### config.mk
export PLATFORM = sky130hd
export DESIGN_NAME = mux_rr_arb
export DESIGN_NICKNAME = d
export VERILOG_FILES = /design/src/rtl/mux_rr_arb_pkg.sv /design/src/rtl/mux_rr_arb_arbiter.sv /design/src/rtl/mux_rr_arb.sv
export SDC_FILE = /design/constraint.sdc
export NUM_CORES = 1
export LEC_CHECK = 0
export ABC_CLOCK_PERIOD_IN_PS = 1700
export CAP_MARGIN = 20
export CORE_MARGIN = 2
export CORE_UTILIZATION = 28
export CTS_CLUSTER_SIZE = 10
export DETAILED_ROUTE_END_ITERATION = 16
export PLACE_DENSITY = 0.69
export SETUP_SLACK_MARGIN = 0.4
export SKIP_CTS_REPAIR_TIMING = 1
export SLEW_MARGIN = 20
export SYNTH_ARGS = -nofsm -noshare
export SYNTH_HDL_FRONTEND = slang
export SYNTH_SLANG_ARGS = --single-unit
### constraint.sdc
create_clock -name clk -period 1.7 [get_ports clk]
set_clock_uncertainty 0.1 [all_clocks]
set_input_delay 0.255 -clock clk [delete_from_list [all_inputs] [get_ports clk]]
set_output_delay 0.255 -clock clk [all_outputs]
set_load 0.01 [all_outputs]
### src/rtl/mux_rr_arb_pkg.sv
// mux_rr_arb_pkg: constants and helpers shared by the round-robin mux, its arbiter and mux2.
// Latency: n/a (types, constants and elaboration-time functions only).
// Backpressure: n/a.
package mux_rr_arb_pkg;

  // Default per-channel data width, shared with mux2.
  localparam int DATA_W = 16;

  // Default channel count.
  localparam int N_CH = 4;

  // Ceiling log2 used for derived index widths; returns at least 1 so a
  // channel index is never zero bits wide.
  function automatic int clog2(input int v);
    int r;
    r = 1;
    for (int i = 1; i < 31; i++) begin
      if ((1 << i) < v) r = i + 1;
    end
    return r;
  endfunction

endpackage

### src/rtl/mux_rr_arb_arbiter.sv
// rr_arbiter: combinational round-robin grant, searching upward from ptr and wrapping n-1 -> 0.
// Latency: 0 cycles (pure combinational).
// Backpressure: none; the caller qualifies the grant with its own load condition.
// Ports: req[n] request vector, ptr[chw] highest-priority index,
//        gnt_idx[chw] granted index (0 when nothing is granted), gnt_valid some request granted.
module rr_arbiter
  import mux_rr_arb_pkg::*;
#(
  parameter int n   = N_CH,
  parameter int chw = clog2(n)
) (
  input  logic [n-1:0]   req,
  input  logic [chw-1:0] ptr,
  output logic [chw-1:0] gnt_idx,
  output logic           gnt_valid
);

  int start;

  always_comb begin
    gnt_idx   = '0;
    gnt_valid = 1'b0;
    // An out-of-range pointer (only reachable for non power-of-two n) falls back to 0.
    start     = (int'(ptr) < n) ? int'(ptr) : 0;
    for (int k = 0; k < n; k++) begin
      int idx;
      idx = start + k;
      if (idx >= n) idx = idx - n;
      if (!gnt_valid && req[chw'(idx)]) begin
        gnt_valid = 1'b1;
        gnt_idx   = chw'(idx);
      end
    end
  end

endmodule

### src/rtl/mux_rr_arb.sv
// mux_rr_arb: n-channel valid/ready mux with round-robin arbitration into one registered output stage.
// Latency: 1 cycle input-to-output; 1 beat/cycle throughput, drain and refill in the same cycle.
// Backpressure: out_valid & ~out_ready holds the beat and drops every in_ready; rst_n=0 also drops in_ready.
// Ports: in_data/in_valid/in_ready per-channel request side (channel i at [i*size +: size]),
//        out_data/out_chan/out_valid/out_ready registered consumer side, clk/rst_n synchronous reset.
module mux_rr_arb
  import mux_rr_arb_pkg::*;
#(
  parameter int size = DATA_W,
  parameter int n    = N_CH,
  parameter int chw  = clog2(n)
) (
  input  logic            clk,
  input  logic            rst_n,
  input  logic [n*size-1:0] in_data,
  input  logic [n-1:0]    in_valid,
  output logic [n-1:0]    in_ready,
  output logic [size-1:0] out_data,
  output logic [chw-1:0]  out_chan,
  output logic            out_valid,
  input  logic            out_ready
);

  logic            out_valid_q, out_valid_d;
  logic [size-1:0] out_data_q, out_data_d;
  logic [chw-1:0]  out_chan_q, out_chan_d;
  logic [chw-1:0]  ptr_q, ptr_d;

  logic [chw-1:0]  gnt_idx;
  logic            gnt_valid;
  logic            load;
  logic            xfer;

  rr_arbiter #(
    .n   (n),
    .chw (chw)
  ) u_arb (
    .req       (in_valid),
    .ptr       (ptr_q),
    .gnt_idx   (gnt_idx),
    .gnt_valid (gnt_valid)
  );

  always_comb begin
    load        = ~out_valid_q | out_ready;
    // The granted channel is valid by construction, so this is exactly in_valid & in_ready.
    xfer        = rst_n & load & gnt_valid;
    in_ready    = '0;
    out_valid_d = out_valid_q;
    out_data_d  = out_data_q;
    out_chan_d  = out_chan_q;
    ptr_d       = ptr_q;
    if (xfer) begin
      in_ready[gnt_idx] = 1'b1;
      // A refill overrides any simultaneous drain, so valid stays high with no bubble.
      out_valid_d = 1'b1;
      out_data_d  = in_data[int'(gnt_idx)*size +: size];
      out_chan_d  = gnt_idx;
      ptr_d       = (gnt_idx == chw'(n - 1)) ? '0 : chw'(gnt_idx + 1'b1);
    end else if (out_ready) begin
      out_valid_d = 1'b0;
    end
  end

  always_ff @(posedge clk) begin
    if (!rst_n) begin
      out_valid_q <= 1'b0;
      out_data_q  <= '0;
      out_chan_q  <= '0;
      ptr_q       <= '0;
    end else begin
      out_valid_q <= out_valid_d;
      out_data_q  <= out_data_d;
      out_chan_q  <= out_chan_d;
      ptr_q       <= ptr_d;
    end
  end

  assign out_valid = out_valid_q;
  assign out_data  = out_data_q;
  assign out_chan  = out_chan_q;

endmodule

==> reports/summary.json, run 1 <==
{
  "unrepaired_setup_endpoints_after_global_routing": {"value": "true"},
  "vdd_ir_drop_max": {"value": 0.000376, "unit": "V"},
  "power.static_leakage": {"value": 0.00142, "unit": "µW"},
  "dpl_cell_area": {"value": 0.00261, "unit": "mm²"},
  "synthCells": {"value": 161},
  "violations_in_the_final_reports": {"value": "setup timing"},
  "min_path_cells": {"value": 5},
  "cts_tree": {"value": "yes"},
  "min_period": {"value": 1.91, "unit": "ns"},
  "area_growth": {"value": 115, "unit": "%"},
  "worstPathRequired": {"value": 1.34, "unit": "ns"},
  "vias_in_the_first_global_route": {"value": 1672},
  "detailedPlacementHpwl": {"value": 3.66, "unit": "mm"},
  "grt_max_degree": {"value": 17},
  "antenna_found_initial": {"value": 0},
  "cts_made_buffers": {"value": 3},
  "ctsLongestPathBuffers": {"value": 2},
  "synth_sequential_area_ratio": {"value": 30.8, "unit": "%"},
  "reg2regPathDepth": {"value": 7},
  "endpoint_kind": {"value": "primary output"},
  "num_vias": {"value": 1714},
  "timing.hold.worst.start": {"value": "in_valid[3]"},
  "syn_nets": {"value": 232},
  "buffer_ports.inserted": {"value": 93},
  "grt_pass1_wl": {"value": 7.53, "unit": "mm"},
  "post-synth-top-count-cell": {"value": "dfxtp_1"},
  "totalWireLength": {"value": 5.22, "unit": "mm"},
  "whs": {"value": 0.341, "unit": "ns"},
  "std_cell_rows": {"value": 25},
  "grt.overflow.total": {"value": 0},
  "floorplan.die.width": {"value": 73.8, "unit": "µm"},
  "maxSlewHeadroom": {"value": 67.0, "unit": "%"},
  "top_level_ports": {"value": 94},
  "final-seq-area": {"value": 424, "unit": "µm²"},
  "worst_r2r_endpoint": {"value": "out_data[10]"},
  "antenna_cells": {"value": 0},
  "clock_sinks": {"value": 21},
  "stdcell_area": {"value": 0.00293, "unit": "mm²"},
  "path_clk_slew": {"value": 0.08, "unit": "ns"},
  "critical_path.max_fanout": {"value": 5},
  "critical_setup_path_class": {"value": "reg2out"},
  "synth.top_cells.by_area": {"value": "dfxtp_1 31%, mux2i_1 12%, a211oi_1 6.6%"},
  "synth_common_cells": {"value": "21 x dfxtp_1, 17 x mux2i_1, 14 x nand2_1"},
  "routed_via_density": {"value": 4.87},
  "design.final.nets": {"value": 357},
  "power.density": {"value": 731, "unit": "mW/mm²"},
  "holdCritPathClass": {"value": "in2reg"},
  "antenna_violating_nets_post_route": {"value": 0},
  "total_standard_cell_area_after_synthesis": {"value": 0.00137, "unit": "mm²"},
  "drc_errors": {"value": 0},
  "fraction_of_final_layout_cells_with_drive_strength_greater_than_1": {"value": 31.2, "unit": "%"},
  "finalHoldViolations": {"value": 0},
  "worst_slew_pin_slew": {"value": 0.494, "unit": "ns"},
  "final.fill_count": {"value": 401},
  "number_of_h_tree_branching_levels": {"value": 1},
  "number_of_distinct_standard_cells_referenced_by_the_synthesized_netlist": {"value": 32},
  "worst_slack": {"value": -0.213, "unit": "ns"},
  "ratio_of_final_minimum_period_to_clock_period": {"value": 113, "unit": "%"},
  "worstSetupStartpointType": {"value": "register"},
  "drt_first_pass_iters": {"value": 4},
  "r2r_setup_slack": {"value": -0.06, "unit": "ns"},
  "die_area": {"value": 0.00545, "unit": "mm²"},
  "detailed_router_s_first_iteration_violation_count": {"value": 79},
  "synth.ff_latch_count": {"value": 21},
  "grt_usage": {"value": 17.7, "unit": "%"},
  "avgSynthCellArea": {"value": 8.48, "unit": "µm²"},
  "clkLatencyLatePin": {"value": 0.26, "unit": "ns"},
  "timing.hold.worst_endpoint": {"value": "out_valid"},
  "timing.fmax": {"value": 0.523, "unit": "GHz"},
  "count_of_flip_flops_with_a_built_in_enable_after_synthesis": {"value": 0},
  "cts.root.buffer_cell": {"value": "clkbuf_8"},
  "status": {"value": "finished with violations"},
  "slew_viol_final": {"value": 0},
  "gp_congestion": {"value": 0.805},
  "wl_per_cell": {"value": 14.8, "unit": "µm"},
  "timing.critical_path.arrival": {"value": 1.56, "unit": "ns"},
  "initial_core_utilization": {"value": 28.9, "unit": "%"},
  "multi_input_comb_area": {"value": 0.00104, "unit": "mm²"},
  "max_cap_violations": {"value": 0},
  "yosysWarningCount": {"value": 0},
  "synth_largest_area_cell": {"value": "dfxtp_1"},
  "ys_dominant_reg_cell": {"value": "dfxtp_1"},
  "synth_largest_type_area_fraction": {"value": 30.8, "unit": "%"},
  "vertical_extent_of_the_die": {"value": 73.8, "unit": "µm"},
  "setup_viol": {"value": 20},
  "coreArea": {"value": 0.00472, "unit": "mm²"},
  "r2r-start": {"value": "ptr_q[1]"},
  "share_of_synthesized_flip_flops_with_an_asynchronous_set_or_reset": {"value": 0, "unit": "%"}
}
-- placed cells by master, fill, tap and decap left out, types with 2 or more instances in the layout --
master	count
a211oi_1	4
a211oi_2	8
a21o_1	10
a21oi_1	7
and3_1	6
buf_12	3
buf_2	3
buf_4	26
buf_6	9
clkbuf_16	2
clkbuf_2	3
clkbuf_8	3
clkdlybuf4s50_1	66
dfxtp_1	20
dlymetal6s2s_1	19
mux2i_1	13
mux2i_2	3
nand2_1	11
nand2_2	3
nand2_4	2
nand3_1	10
nor2_2	2
nor2_4	2
nor2b_1	3
o211ai_1	10
o21ai_0	10
-- stage by stage --
| step | utilization, % | total power (µW) | setup slack [ns] | TNS (ns) | cells |
|---|---|---|---|---|---|
| global placement | 55.3 | 1690 | -0.788 | -14.26 | 338 |
| floorplan | - | 1140 | 0.0267 | 0 | 161 |
| global route | 62.1 | 2270 | -0.289 | -2.91 | 352 |
| detailed placement | 55.3 | 1700 | -0.835 | -14.44 | 338 |
| finish | 62.1 | 2140 | -0.213 | -1.19 | 352 |
| CTS | 56.3 | 2040 | -0.839 | -8.92 | 342 |
-- area by class of cell --
type / instances / area share (%)
clock buffer: 3 / 1.41
clock inverter: 1 / 0.171
inverter: 1 / 0.128
multi-input combinational: 128 / 35.5
sequential: 21 / 14.5
tap: 67 / 2.86
timing repair buffer: 131 / 45.5
-- metal layers --
layer / global-route usage [%] / vias to the layer above / part of all wire (%)
li1: - / 851 / -
met1: 22.5 / 797 / 43
met2: 29.6 / 58 / 51
met5: 0 / - / 0
met4: 7.27 / 0 / 1.6
met3: 2.74 / 8 / 4.7
-- power by group --
group	switching [µW]	internal, µW
logic	493	667
registers	56.2	589
clock network	174	163
-- kinds of logic (layout without fill, tap and decap cells) --
family	Yosys count	after routing	share of synthesized area, %
AOI/OAI and AO/OA	58	58	29.3
buffers and inverters	12	136	6.42
DFF	21	21	30.8
muxes	17	17	12.5
and+or+nand+nor	52	52	20.3
xor gates and xnor gates	1	1	0.642
-- flip-flops by register name, indices dropped and copies added, names as in the netlist --
register / count
out_valid: 1
out_chan: 2
out_data: 16
ptr_q: 2
-- how the worst max path moves through the flow --
stage	startpoint	endpoint	slack, ns	cells after the start
final	ptr_q[1]	in_ready[3]	-0.21	6
after global routing	ptr_q[1]	in_ready[3]	-0.29	6
after CTS	in_valid[1]	in_ready[3]	-0.84	7
after detailed placement	in_valid[1]	in_ready[3]	-0.83	7
after global placement	in_valid[2]	in_ready[3]	-0.79	6
after floorplan	in_valid[2]	in_ready[2]	0.03	6
-- critical path, stage by stage, from the launching register on --
cell and delay (ns):
dfxtp_4 0.39, mux2i_2 0.27, o22ai_2 0.14, nor2_4 0.16, nand2_2 0.09, nor3_2 0.09
buf_2 0.14
Note: power is estimated with default switching activity, not from simulation.
==> run 2, diff against run 1 <==
Settings changed: CORE_UTILIZATION 28 to 32, PLACE_DENSITY 0.69 to 0.77.
==> run 2 against run 1 <==
  * The run still ends with setup timing left
  * Clock power about the same
  * Combinational power decreased by 6%
  * Hold slack improved by 0.026 ns
  * Die area decreased by 12%
  * Power decreased by 3.2%
  * Cell count decreased by 4.8%
  * Critical path depth increased by 1
  * Largest power group unchanged
==> reports/summary.json, run 2 (synthesis results as in run 1) <==
{
  "status": {"value": "finished with violations"},
  "violations_in_the_final_reports": {"value": "setup timing"},
  "whs": {"value": 0.368, "unit": "ns"},
  "antenna_cells": {"value": 0},
  "design.final.nets": {"value": 357},
  "timing.critical_path.arrival": {"value": 1.69, "unit": "ns"},
  "cts_tree": {"value": "yes"},
  "critical_path.max_fanout": {"value": 6},
  "worst_slack": {"value": -0.341, "unit": "ns"},
  "clkLatencyLatePin": {"value": 0.26, "unit": "ns"},
  "max_cap_violations": {"value": 0},
  "die_area": {"value": 0.00480, "unit": "mm²"},
  "antenna_violating_nets_post_route": {"value": 0},
  "slew_viol_final": {"value": 0},
  "endpoint_kind": {"value": "primary output"},
  "timing.fmax": {"value": 0.490, "unit": "GHz"},
  "mostFrequentLayoutCells": {"value": "66 x clkdlybuf4s50_1, 32 x buf_4, 22 x dlymetal6s2s_1"},
  "most_common_library_cell_in_the_layout_ignoring_fill_and_taps": {"value": "clkdlybuf4s50_1"},
  "met2WireLength": {"value": 2.73, "unit": "mm"},
  "power.density": {"value": 730, "unit": "mW/mm²"},
  "min_period": {"value": 2.04, "unit": "ns"},
  "finalHoldViolations": {"value": 0},
  "power.static_leakage": {"value": 0.00144, "unit": "µW"},
  "ratio_of_final_minimum_period_to_clock_period": {"value": 120, "unit": "%"},
  "setup_viol": {"value": 20},
  "grt_usage": {"value": 19.8, "unit": "%"},
  "vdd_ir_drop_max": {"value": 0.000411, "unit": "V"},
  "vias_in_the_first_global_route": {"value": 1626},
  "drt_first_pass_iters": {"value": 4},
  "grt_pass1_wl": {"value": 7.87, "unit": "mm"},
  "buffer_ports.inserted": {"value": 93},
  "worst_slew_pin_slew": {"value": 0.345, "unit": "ns"},
  "routed_via_density": {"value": 5.00},
  "fraction_of_final_layout_cells_with_drive_strength_greater_than_1": {"value": 28.4, "unit": "%"},
  "cts_made_buffers": {"value": 3},
  "coreArea": {"value": 0.00406, "unit": "mm²"},
  "ctsLongestPathBuffers": {"value": 2},
  "largest_reg_flops": {"value": 16},
  "critical_setup_path_class": {"value": "reg2out"},
  "highest-signal-layer": {"value": "met4"},
  "clock_sinks": {"value": 21},
  "wl_per_cell": {"value": 15.1, "unit": "µm"},
  "std_cell_rows": {"value": 23},
  "area_growth": {"value": 108, "unit": "%"},
  "worstSetupStartpointType": {"value": "register"},
  "unrepaired_setup_endpoints_after_global_routing": {"value": "true"},
  "cts.root.buffer_cell": {"value": "clkbuf_8"},
  "r2r_setup_slack": {"value": -0.21, "unit": "ns"},
  "antenna_found_initial": {"value": 0},
  "top_level_ports": {"value": 94},
  "worstPathRequired": {"value": 1.34, "unit": "ns"},
  "gp_congestion": {"value": 0.778},
  "initial_core_utilization": {"value": 33.6, "unit": "%"},
  "grt_max_degree": {"value": 17},
  "wl_met3": {"value": 176, "unit": "µm"},
  "wl_met1": {"value": 2.09, "unit": "mm"},
  "vertical_extent_of_the_die": {"value": 69.3, "unit": "µm"},
  "maxSlewHeadroom": {"value": 77.0, "unit": "%"},
  "drc_errors": {"value": 0},
  "detailedPlacementHpwl": {"value": 3.67, "unit": "mm"},
  "totalWireLength": {"value": 5.05, "unit": "mm"},
  "detailed_router_s_first_iteration_violation_count": {"value": 74},
  "floorplan.die.width": {"value": 69.3, "unit": "µm"},
  "number_of_h_tree_branching_levels": {"value": 1},
  "num_vias": {"value": 1675},
  "path_clk_slew": {"value": 0.08, "unit": "ns"},
  "grt.overflow.total": {"value": 0},
  "post-route-util": {"value": 70.0, "unit": "%"},
  "holdCritPathClass": {"value": "reg2reg"}
}
run 2: power by group:
part           internal, µW  total, µW  switching [µW]
combinational           624       1090             465
clock                   163        335             172
sequential              590        649            59.1
total                  1380       2070             697
run 2: stage by stage:
stage               cell area (µm²)  std cells  setup WS [ns]  power (µW)  setup TNS [ns]
detailed placement             2580        321         -0.836        1670          -15.05
floorplan                      1440        161         0.0267        1140               0
CTS                            2630        325         -0.847        2010           -9.56
global placement               2580        321         -0.786        1650          -14.54
finish                         2840        335         -0.341        2070           -3.49
global route                   2840        335         -0.414        2210           -5.38
run 2: routing by layer:
layer	global-route usage [%]	up-vias
li1	-	848
met1	24.5	784
met2	36.5	39
met3	2.18	4
met4	4.58	0
met5	0	-
run 2: worst max-delay path: stages, from the launching register on:
cell and delay, ns:
dfxtp_4 0.41, nand2_4 0.06, a311oi_4 0.39, buf_4 0.19, buf_6 0.09, o21ai_4 0.06, nor2_2 0.09, buf_2 0.14
run 2: path summary, 6_finish.rpt:
path	start	endpoint	depth (start not counted)
setup reg to reg	ptr_q[1]	out_data[3]	8
hold reg to reg	out_chan[0]	out_chan[0]	2
hold / removal	out_chan[0]	out_chan[0]	2
setup / recovery	ptr_q[1]	in_ready[0]	7
run 2: layout make-up:
type	count	area [µm²]
multi-input combinational	128	1010
inverter	1	3.75
clock inverter	1	5.00
sequential	21	425
clock buffer	3	41.3
fill	304	1220
tap	50	62.6
timing repair buffer	131	1290
==> run 3, diff against run 2 <==
Settings changed: SETUP_SLACK_MARGIN 0.4 to 0.05, SKIP_CTS_REPAIR_TIMING 1 to unset.
==> run 3 against run 2 <==
  * The run still ends with setup timing left
  * Hold slack lost 0.016 ns
  * Combinational power grew 5%
  * Largest cell class unchanged
  * Global-route usage shrank 0.29 points
  * Routed wire length shrank 5.4%
  * Sequential cell count is the same
  * Fmax grew 6.4%
  * Sequential share of layout area grew 0.32 points
  * Via count grew 0.72%
  * Die area is the same
==> reports/summary.json, run 3 (synthesis results as in run 1) <==
{
  "status": {"value": "finished with violations"},
  "violations_in_the_final_reports": {"value": "setup timing"},
  "std_cell_rows": {"value": 23},
  "min_period": {"value": 1.92, "unit": "ns"},
  "fraction_of_final_layout_cells_with_drive_strength_greater_than_1": {"value": 28.6, "unit": "%"},
  "endpoint_kind": {"value": "primary output"},
  "routed_via_density": {"value": 5.07},
  "maxSlewHeadroom": {"value": 74.7, "unit": "%"},
  "top_level_ports": {"value": 94},
  "vertical_extent_of_the_die": {"value": 69.3, "unit": "µm"},
  "wl_per_cell": {"value": 14.3, "unit": "µm"},
  "floorplan.die.width": {"value": 69.3, "unit": "µm"},
  "cts-hold-fix-buffers": {"value": 0},
  "worstSetupStartpointType": {"value": "register"},
  "grt_max_degree": {"value": 17},
  "cts.root.buffer_cell": {"value": "clkbuf_8"},
  "buffer_ports.inserted": {"value": 93},
  "largest_reg_flops": {"value": 16},
  "cts_tree": {"value": "yes"},
  "timing.critical_path.arrival": {"value": 1.56, "unit": "ns"},
  "initial_core_utilization": {"value": 33.6, "unit": "%"},
  "most_common_library_cell_in_the_layout_ignoring_fill_and_taps": {"value": "clkdlybuf4s50_1"},
  "grt.overflow.total": {"value": 0},
  "timing.fmax": {"value": 0.521, "unit": "GHz"},
  "vias_in_the_first_global_route": {"value": 1689},
  "drt_first_pass_iters": {"value": 4},
  "reg2regPathDepth": {"value": 7},
  "max_cap_violations": {"value": 0},
  "power.static_leakage": {"value": 0.00113, "unit": "µW"},
  "whs": {"value": 0.352, "unit": "ns"},
  "cts_made_buffers": {"value": 3},
  "worst_path_dominant_cell_family": {"value": "compound AO/OA/AOI/OAI gates"},
  "power.density": {"value": 764, "unit": "mW/mm²"},
  "worst_slew_pin_slew": {"value": 0.379, "unit": "ns"},
  "grt_usage": {"value": 19.5, "unit": "%"},
  "die_area": {"value": 0.00480, "unit": "mm²"},
  "critPathBufInv": {"value": 1},
  "vdd_ir_drop_max": {"value": 0.000320, "unit": "V"},
  "worstPathCellList": {"value": "nand2_1 > a311oi_4 > o21ai_4 > nor2_2 > buf_2"},
  "drc_errors": {"value": 0},
  "critical_path.max_fanout": {"value": 5},
  "totalWireLength": {"value": 4.78, "unit": "mm"},
  "area_growth": {"value": 103, "unit": "%"},
  "critical_setup_path_class": {"value": "reg2out"},
  "timing.hold.worst_endpoint": {"value": "out_chan[0]"},
  "coreArea": {"value": 0.00406, "unit": "mm²"},
  "gp_congestion": {"value": 0.793},
  "ratio_of_final_minimum_period_to_clock_period": {"value": 113, "unit": "%"},
  "fin_setup_tns": {"value": -1.22, "unit": "ns"},
  "timing.hold.worst.start": {"value": "out_chan[0]"},
  "number_of_h_tree_branching_levels": {"value": 1},
  "slew_viol_final": {"value": 0},
  "detailed_router_s_first_iteration_violation_count": {"value": 64},
  "place.detailed.instances": {"value": 323},
  "worst_r2r_endpoint": {"value": "out_data[1]"},
  "antenna_cells": {"value": 0},
  "path_clk_slew": {"value": 0.08, "unit": "ns"},
  "antenna_violating_nets_post_route": {"value": 0},
  "r2r_setup_slack": {"value": -0.04, "unit": "ns"},
  "finish.cell_count_without_fillers": {"value": 333},
  "min_path_cells": {"value": 2},
  "setup_viol": {"value": 19},
  "unrepaired_setup_endpoints_after_global_routing": {"value": "true"},
  "mostFrequentLayoutCells": {"value": "85 x clkdlybuf4s50_1, 27 x buf_4, 20 x dfxtp_1"},
  "design.final.nets": {"value": 355},
  "clkLatencyLatePin": {"value": 0.26, "unit": "ns"},
  "finalHoldViolations": {"value": 0},
  "r2r-start": {"value": "ptr_q[1]"},
  "slowest_delay": {"value": 0.43, "unit": "ns"},
  "grt_pass1_wl": {"value": 7.79, "unit": "mm"},
  "antenna_found_initial": {"value": 0},
  "num_vias": {"value": 1687},
  "worstPathRequired": {"value": 1.34, "unit": "ns"},
  "detailedPlacementHpwl": {"value": 3.60, "unit": "mm"},
  "clock_sinks": {"value": 21},
  "holdCritPathClass": {"value": "reg2reg"},
  "worst_slack": {"value": -0.219, "unit": "ns"},
  "critical-path-slowest-cell": {"value": "a311oi_4"},
  "ctsLongestPathBuffers": {"value": 2}
}
run 3: cell count changes in the layout (fill, tap and decap cells not counted), sizes merged:
cell | before | now
clkdlybuf4s50 | 66 | 85
dlymetal6s2s | 22 | 0
buf | 40 | 41
clkinv | 1 | 0
dlygate4sd2 | 0 | 1
run 3: metal layers:
layer	global-route usage (%)	wire, µm
met5	0	0
met4	6.10	80
met3	4.51	348
met2	34.6	2360
met1	23.2	1980
run 3: worst max-delay path by stage:
stage	from	endpoint	slack, ns	depth (start not counted)
6_report	ptr_q[1]	in_ready[0]	-0.22	5
5_1_grt	ptr_q[1]	in_ready[3]	-0.27	5
4_1_cts	ptr_q[1]	in_ready[3]	-0.19	6
3_5_place_dp	in_valid[2]	in_ready[2]	-0.81	7
3_3_place_gp	in_valid[1]	in_ready[1]	-0.78	7
2_1_floorplan	ptr_q[1]	in_ready[3]	-0.02	5
run 3: area by class of cell:
type	instances	area, µm²
multi-input cells	128	998
flip-flops and latches	21	424
repair buffers	129	1240
inverters	1	3.75
clock buffers	4	45.0
well taps	50	62.6
fillers	334	1290
run 3: tightest hold or removal path, stage by stage (launching register included):
cell,delay [ns]
dfxtp_1,0.32
nand2_1,0.05
nand2_1,0.04
run 3: what timing repair did:
action | CTS | global route
resized for setup | 68 | 12
setup endpoints to repair | 24 | 24
cloned | 0 | 1
setup buffers | 10 | 0
pin swaps | 9 | 5
run 3: where the power goes:
part | switching (µW) | internal [µW] | total (µW)
clock network | 171 | 167 | 338
registers | 55.7 | 589 | 645
logic | 472 | 664 | 1140
total | 699 | 1420 | 2120
run 3: stage by stage:
stage          worst slack [ns]  area, µm²  util [%]  power, µW
2_1_floorplan           -0.0196       1380         -       1100
3_3_place_gp             -0.779       2540      62.5       1620
3_5_place_dp             -0.806       2540      62.5       1640
4_1_cts                  -0.195       2710      66.7       2070
5_1_grt                  -0.266       2770      68.3       2250
6_report                 -0.219       2770      68.3       2120
==> edit 1: new RTL, config.mk and constraints of run 1 <==
Change the package constant `N_CH` from 4 to 5.
--- a/src/rtl/mux_rr_arb_pkg.sv
+++ b/src/rtl/mux_rr_arb_pkg.sv
@@ -8,5 +8,5 @@
 
   // Default channel count.
-  localparam int N_CH = 4;
+  localparam int N_CH = 5;
 
   // Ceiling log2 used for derived index widths; returns at least 1 so a
Interface: changed (resized in_data, in_ready, in_valid and out_chan); port bits go from 94 to 113. No check against the original RTL was run, so the function may have changed too.
==> edit 1 against run 1 <==
- the flow still finishes with violations (negative setup slack)
- count of clock-buffer cells in the layout grew 1
- area after synthesis increased by 73%
- routed wire length is 94% higher
- total power grew to 4.8 times the old value
- non-clock buffer count rose by 64
- worst hold slack barely moved
- sequential power up 42%
- setup slack worse by 1.8 ns
- design area rose by 62%
- sequential cell count is 2 higher
- critical endpoint is now in_ready[1]
- largest cell class is now multi-input combinational cells
==> edit 1: results (changes against run 1) <==
| Metric | Value |
|---|---|
| Clk tree area frac | `0.946% (-0.63 points)` |
| Clk power | `352 uW (+4%)` |
| Outcome | `finished, violations left` |
| Signal buffers share of area | `39.9% (-5.7 points)` |
| Synth cell count leaders | `mux2i_1 (35), dfxtp_1 (23), a21oi_1 (18), a22oi_1 (18), nand2_1 (16)` |
| Synth top area share | `19.5% (-11 points)` |
| Overall Power | `10400 uW (+380%)` |
| Met3 usage | `5.25% (+2.5 points)` |
| Peak VDD IR | `1.48 mV (+290%)` |
| End of the critical path | `in_ready[1]` |
| Compound-Gate Fraction of Synth Area | `33.9% (+4.6 points)` |
| Final net count | `559 (+57%)` |
| Setup-failing EPs final | `28 (+40%)` |
| Met2 usage in global routing | `34.2% (+4.6 points)` |
| Pint | `5770 uW (+310%)` |
| Setup ws final | `-2.01 ns (-1.79 ns)` |
| Multi-input logic area | `2160 sq um (+110%)` |
| Place WS | `-2.33 ns (-1.50 ns)` |
| Min-delay worst type | `flop to flop` |
| RePlAce Congestion | `0.981 (+22%)` |
| Register area | `467 sq um (+10%)` |
| Kind of cell adding the most delay to the critical path | `compound AO/OA/AOI/OAI gates` |
| Number of synthesized register bits | `23 (+9.5%)` |
| Syn_nets | `376 (+62%)` |
| Critical path arrival | `3.35 ns (+1.79 ns)` |
| All-Layer GR Usage | `19.2% (+1.6 points)` |
| Met1 GRT Util | `21.9% (-0.53 points)` |
| Cell count after synthesis | `278 (+73%)` |
| Worst Hold Path EP | `out_chan[0]` |
| Worst Path Max Fanout | `7 (+2)` |
| Top post-synthesis cells by area | `dfxtp_1 (20%), mux2i_1 (15%), a22oi_1 (5.7%)` |
| Vias | `3051 (+78%)` |
| Drt wl/cell | `17.9 um (+21%)` |
| Met3 WL | `795 um (+230%)` |
| LEAKAGE | `0.00225 uW (+58%)` |
| Post-Synth Adder-Cell Area | `5.31% (+5.3 points)` |
| Dpl cells | `549 (+62%)` |
| Share of layout cells above drive strength 1 | `37.0% (+5.7 points)` |
| Max incr delay on CP | `0.37 ns (-0.02 ns)` |
| Vias in the first global route | `3002 (+80%)` |
| WL met1 | `3770 um (+68%)` |
| Failing checks | `negative setup slack` |
| Mux contribution to synthesized area | `16.9% (+4.5 points)` |
| Signal inverters | `15 (+14)` |
| First-pass GRT wire length | `13900 um (+85%)` |
-- edit 1: cell types whose count changed in the layout (fill, tap and decap cells not counted), moves of 6 or more --
cell / change
a22oi_1: +18
o221ai_1: +7
a21o_1: -7
a21oi_1: +6
clkdlybuf4s50_1: +21
mux2i_1: +11
buf_4: +46
nor2_1: +6
inv_1: +8
a211oi_2: -6
o221ai_2: +9
-- edit 1: cells by family (layout without fill, tap and decap cells) --
logic type / Yosys count / in the layout
AOI/OAI and AO/OA: 102 / 102
and+or+nand+nor: 68 / 68
muxes: 39 / 39
buffers and inverters: 32 / 214
DFF: 23 / 23
adders and majority gates: 10 / 10
xor gates and xnor gates: 4 / 4
-- edit 1: metrics by stage --
stage | hold slack [ns] | instance area [sq um] | TNS (ns)
after floorplan | 0.272 | 2530 | -45.55
after global placement | 0.325 | 4180 | -56.96
after detailed placement | 0.331 | 4180 | -57.34
after CTS | 0.343 | 4230 | -59.79
after global routing | 0.372 | 4760 | -54.48
final | 0.341 | 4760 | -50.56
==> edit 2: new RTL, config.mk and constraints of run 1 <==
Without the edit above. Reset style: asynchronous (`rst_n`), changed in one clocked block. Comments in the files are not updated.
--- a/src/rtl/mux_rr_arb.sv
+++ b/src/rtl/mux_rr_arb.sv
@@ -63,5 +63,5 @@
   end
 
-  always_ff @(posedge clk) begin
+  always_ff @(posedge clk or negedge rst_n) begin
     if (!rst_n) begin
       out_valid_q <= 1'b0;
Function: differs if rst_n is asserted again (counterexample within 4 cycles, from zero or initial values and one cycle with rst_n low); with rst_n held inactive, the same outputs for 10 cycles.
==> edit 2 against run 1 <==
- total power grew 49%
- setup slack got worse by 0.17 ns
- highest routed layer unchanged
- the flow finishes with violations (negative hold slack, negative setup slack)
- clock power fell by 2%
- synthesized cell count shrank 21%
- design area down 0.17%
- sequential cell count is the same
- global-route usage down 2.1 points
- routed wire length fell by 15%
- area after synthesis grew 1.1%
- sequential power increased by 31%
- register-to-register slack got worse by 0.29 ns
- non-clock buffer count is 3 lower
==> edit 2: results (changes against run 1) <==
| Metric | Value |
|---|---|
| Setup-failing EPs final | `20 (unchanged)` |
| Syn_nets | `199 (-14%)` |
| Final net count | `324 (-9.2%)` |
| Synth cell count leaders | `mux2i_1 (33), dfrtp_1 (21), a2bb2oi_1 (16)` |
| All-Layer GR Usage | `15.6% (-2.1 points)` |
| Most area-hungry cell type in the Yosys netlist | `dfrtp_1` |
| Clk pin slew, worst setup/hold paths | `0.08 ns (about the same)` |
| Routed wire length | `4450 um (-15%)` |
| Dpl hpwl | `3220 um (-12%)` |
| RePlAce Congestion | `0.757 (-6.0%)` |
| Slew HR | `80.6% (+14 points)` |
| Share of layout cells above drive strength 1 | `30.3% (-0.95 points)` |
| Final hold vios | `16 (+16)` |
| Setup ws final | `-0.379 ns (-0.165 ns)` |
| Failing checks | `negative hold slack, negative setup slack` |
| Seq/Total Area, Yosys | `38.1% (+7.3 points)` |
| First-pass GRT wire length | `6620 um (-12%)` |
| Largest net degree at the start of global routing | `22 (+5)` |
| Distinct cells, synth | `25 (-22%)` |
| Max incr delay on CP | `0.44 ns (+0.05 ns)` |
| Area after DPL | `2500 sq um (-4.2%)` |
| Top post-synthesis cells by area | `dfrtp_1 (38%), mux2i_1 (24%), a2bb2oi_1 (10%)` |
| LEAKAGE | `0.00150 uW (+5.4%)` |
| Ys flop type | `dfrtp_1` |
| Detailed-route vias per instance | `4.54 (-6.7%)` |
| Fillers | `403 (+0.50%)` |
| Peak VDD IR | `0.533 mV (+42%)` |
| Min-delay worst type | `input pin to async pin` |
| Outcome | `finished, violations left` |
| Critical-path top delay cell | `dfrtp_2` |
| DRT iter0 DRCs | `18 (-77%)` |
| Fin Hold WS | `-0.00971 ns (-0.351 ns)` |
edit 2: logic make-up (layout without fill, tap and decap cells):
logic type	count (synthesis)	count (layout)	share of synthesized area (%)
fa+ha+maj	1	1	0.906
compound gates	40	40	22.0
simple gates	21	21	7.07
buf+inv	11	135	7.98
mux	33	33	23.9
flops	21	21	38.1
edit 2: worst max-delay path: cells and delay by family (launching register included):
kind / cells / cell delay, ns
buffers and inverters: 3 / 0.46
flip-flops: 1 / 0.44
AND/OR/NAND/NOR: 1 / 0.04
multiplexers: 1 / 0.17
AO/OA/AOI/OAI: 1 / 0.33
edit 2: routing by layer:
metal / track usage [%] / vias to the layer above / wire length, um
li1: - / 722 / -
met1: 19.1 / 674 / 1810
met2: 27.5 / 47 / 2360
met3: 3.52 / 2 / 257
met4: 4.24 / 0 / 17
met5: 0 / - / 0
edit 2: worst paths after layout:
check                            start     endpoint  slack (ns)  cells past startpoint
setup / recovery              ptr_q[1]  in_ready[0]       -0.38                      6
hold / removal                   rst_n     ptr_q[0]       -0.01                      2
setup reg to reg              ptr_q[1]  out_data[5]       -0.35                      8
hold reg to reg            out_data[4]  out_data[4]        0.39                      2
max in group asynchronous        rst_n     ptr_q[1]        1.27                      2
min in group clk           out_data[4]  out_data[4]        0.39                      2
edit 2: final cells by class:
type | count | area (sq um) | area share, %
clock buffer | 4 | 45.0 | 1.54
tap | 67 | 83.8 | 2.86
inverter | 3 | 11.3 | 0.385
sequential | 21 | 528 | 18.0
timing repair buffer | 128 | 1330 | 45.3
multi-input combinational | 95 | 933 | 31.9
edit 2: power by group:
part           switching [uW]  leakage, uW  total, uW  internal, uW
clock                     164    0.0000228        330           167
combinational             779      0.00122       2010          1230
sequential                141     0.000256        843           703
total                    1080      0.00150       3180          2100
edit 2: stage by stage:
step | instances | total power (uW) | setup TNS [ns] | util (%) | worst slack (ns)
floorplan | 127 | 1720 | -1.26 | - | -0.139
global placement | 298 | 2450 | -15.99 | 53.0 | -0.813
detailed placement | 298 | 2480 | -17.39 | 53.0 | -0.870
CTS | 302 | 2830 | -12.01 | 54.0 | -0.878
global route | 318 | 3390 | -7.76 | 62.0 | -0.446
finish | 318 | 3180 | -5.99 | 62.0 | -0.379
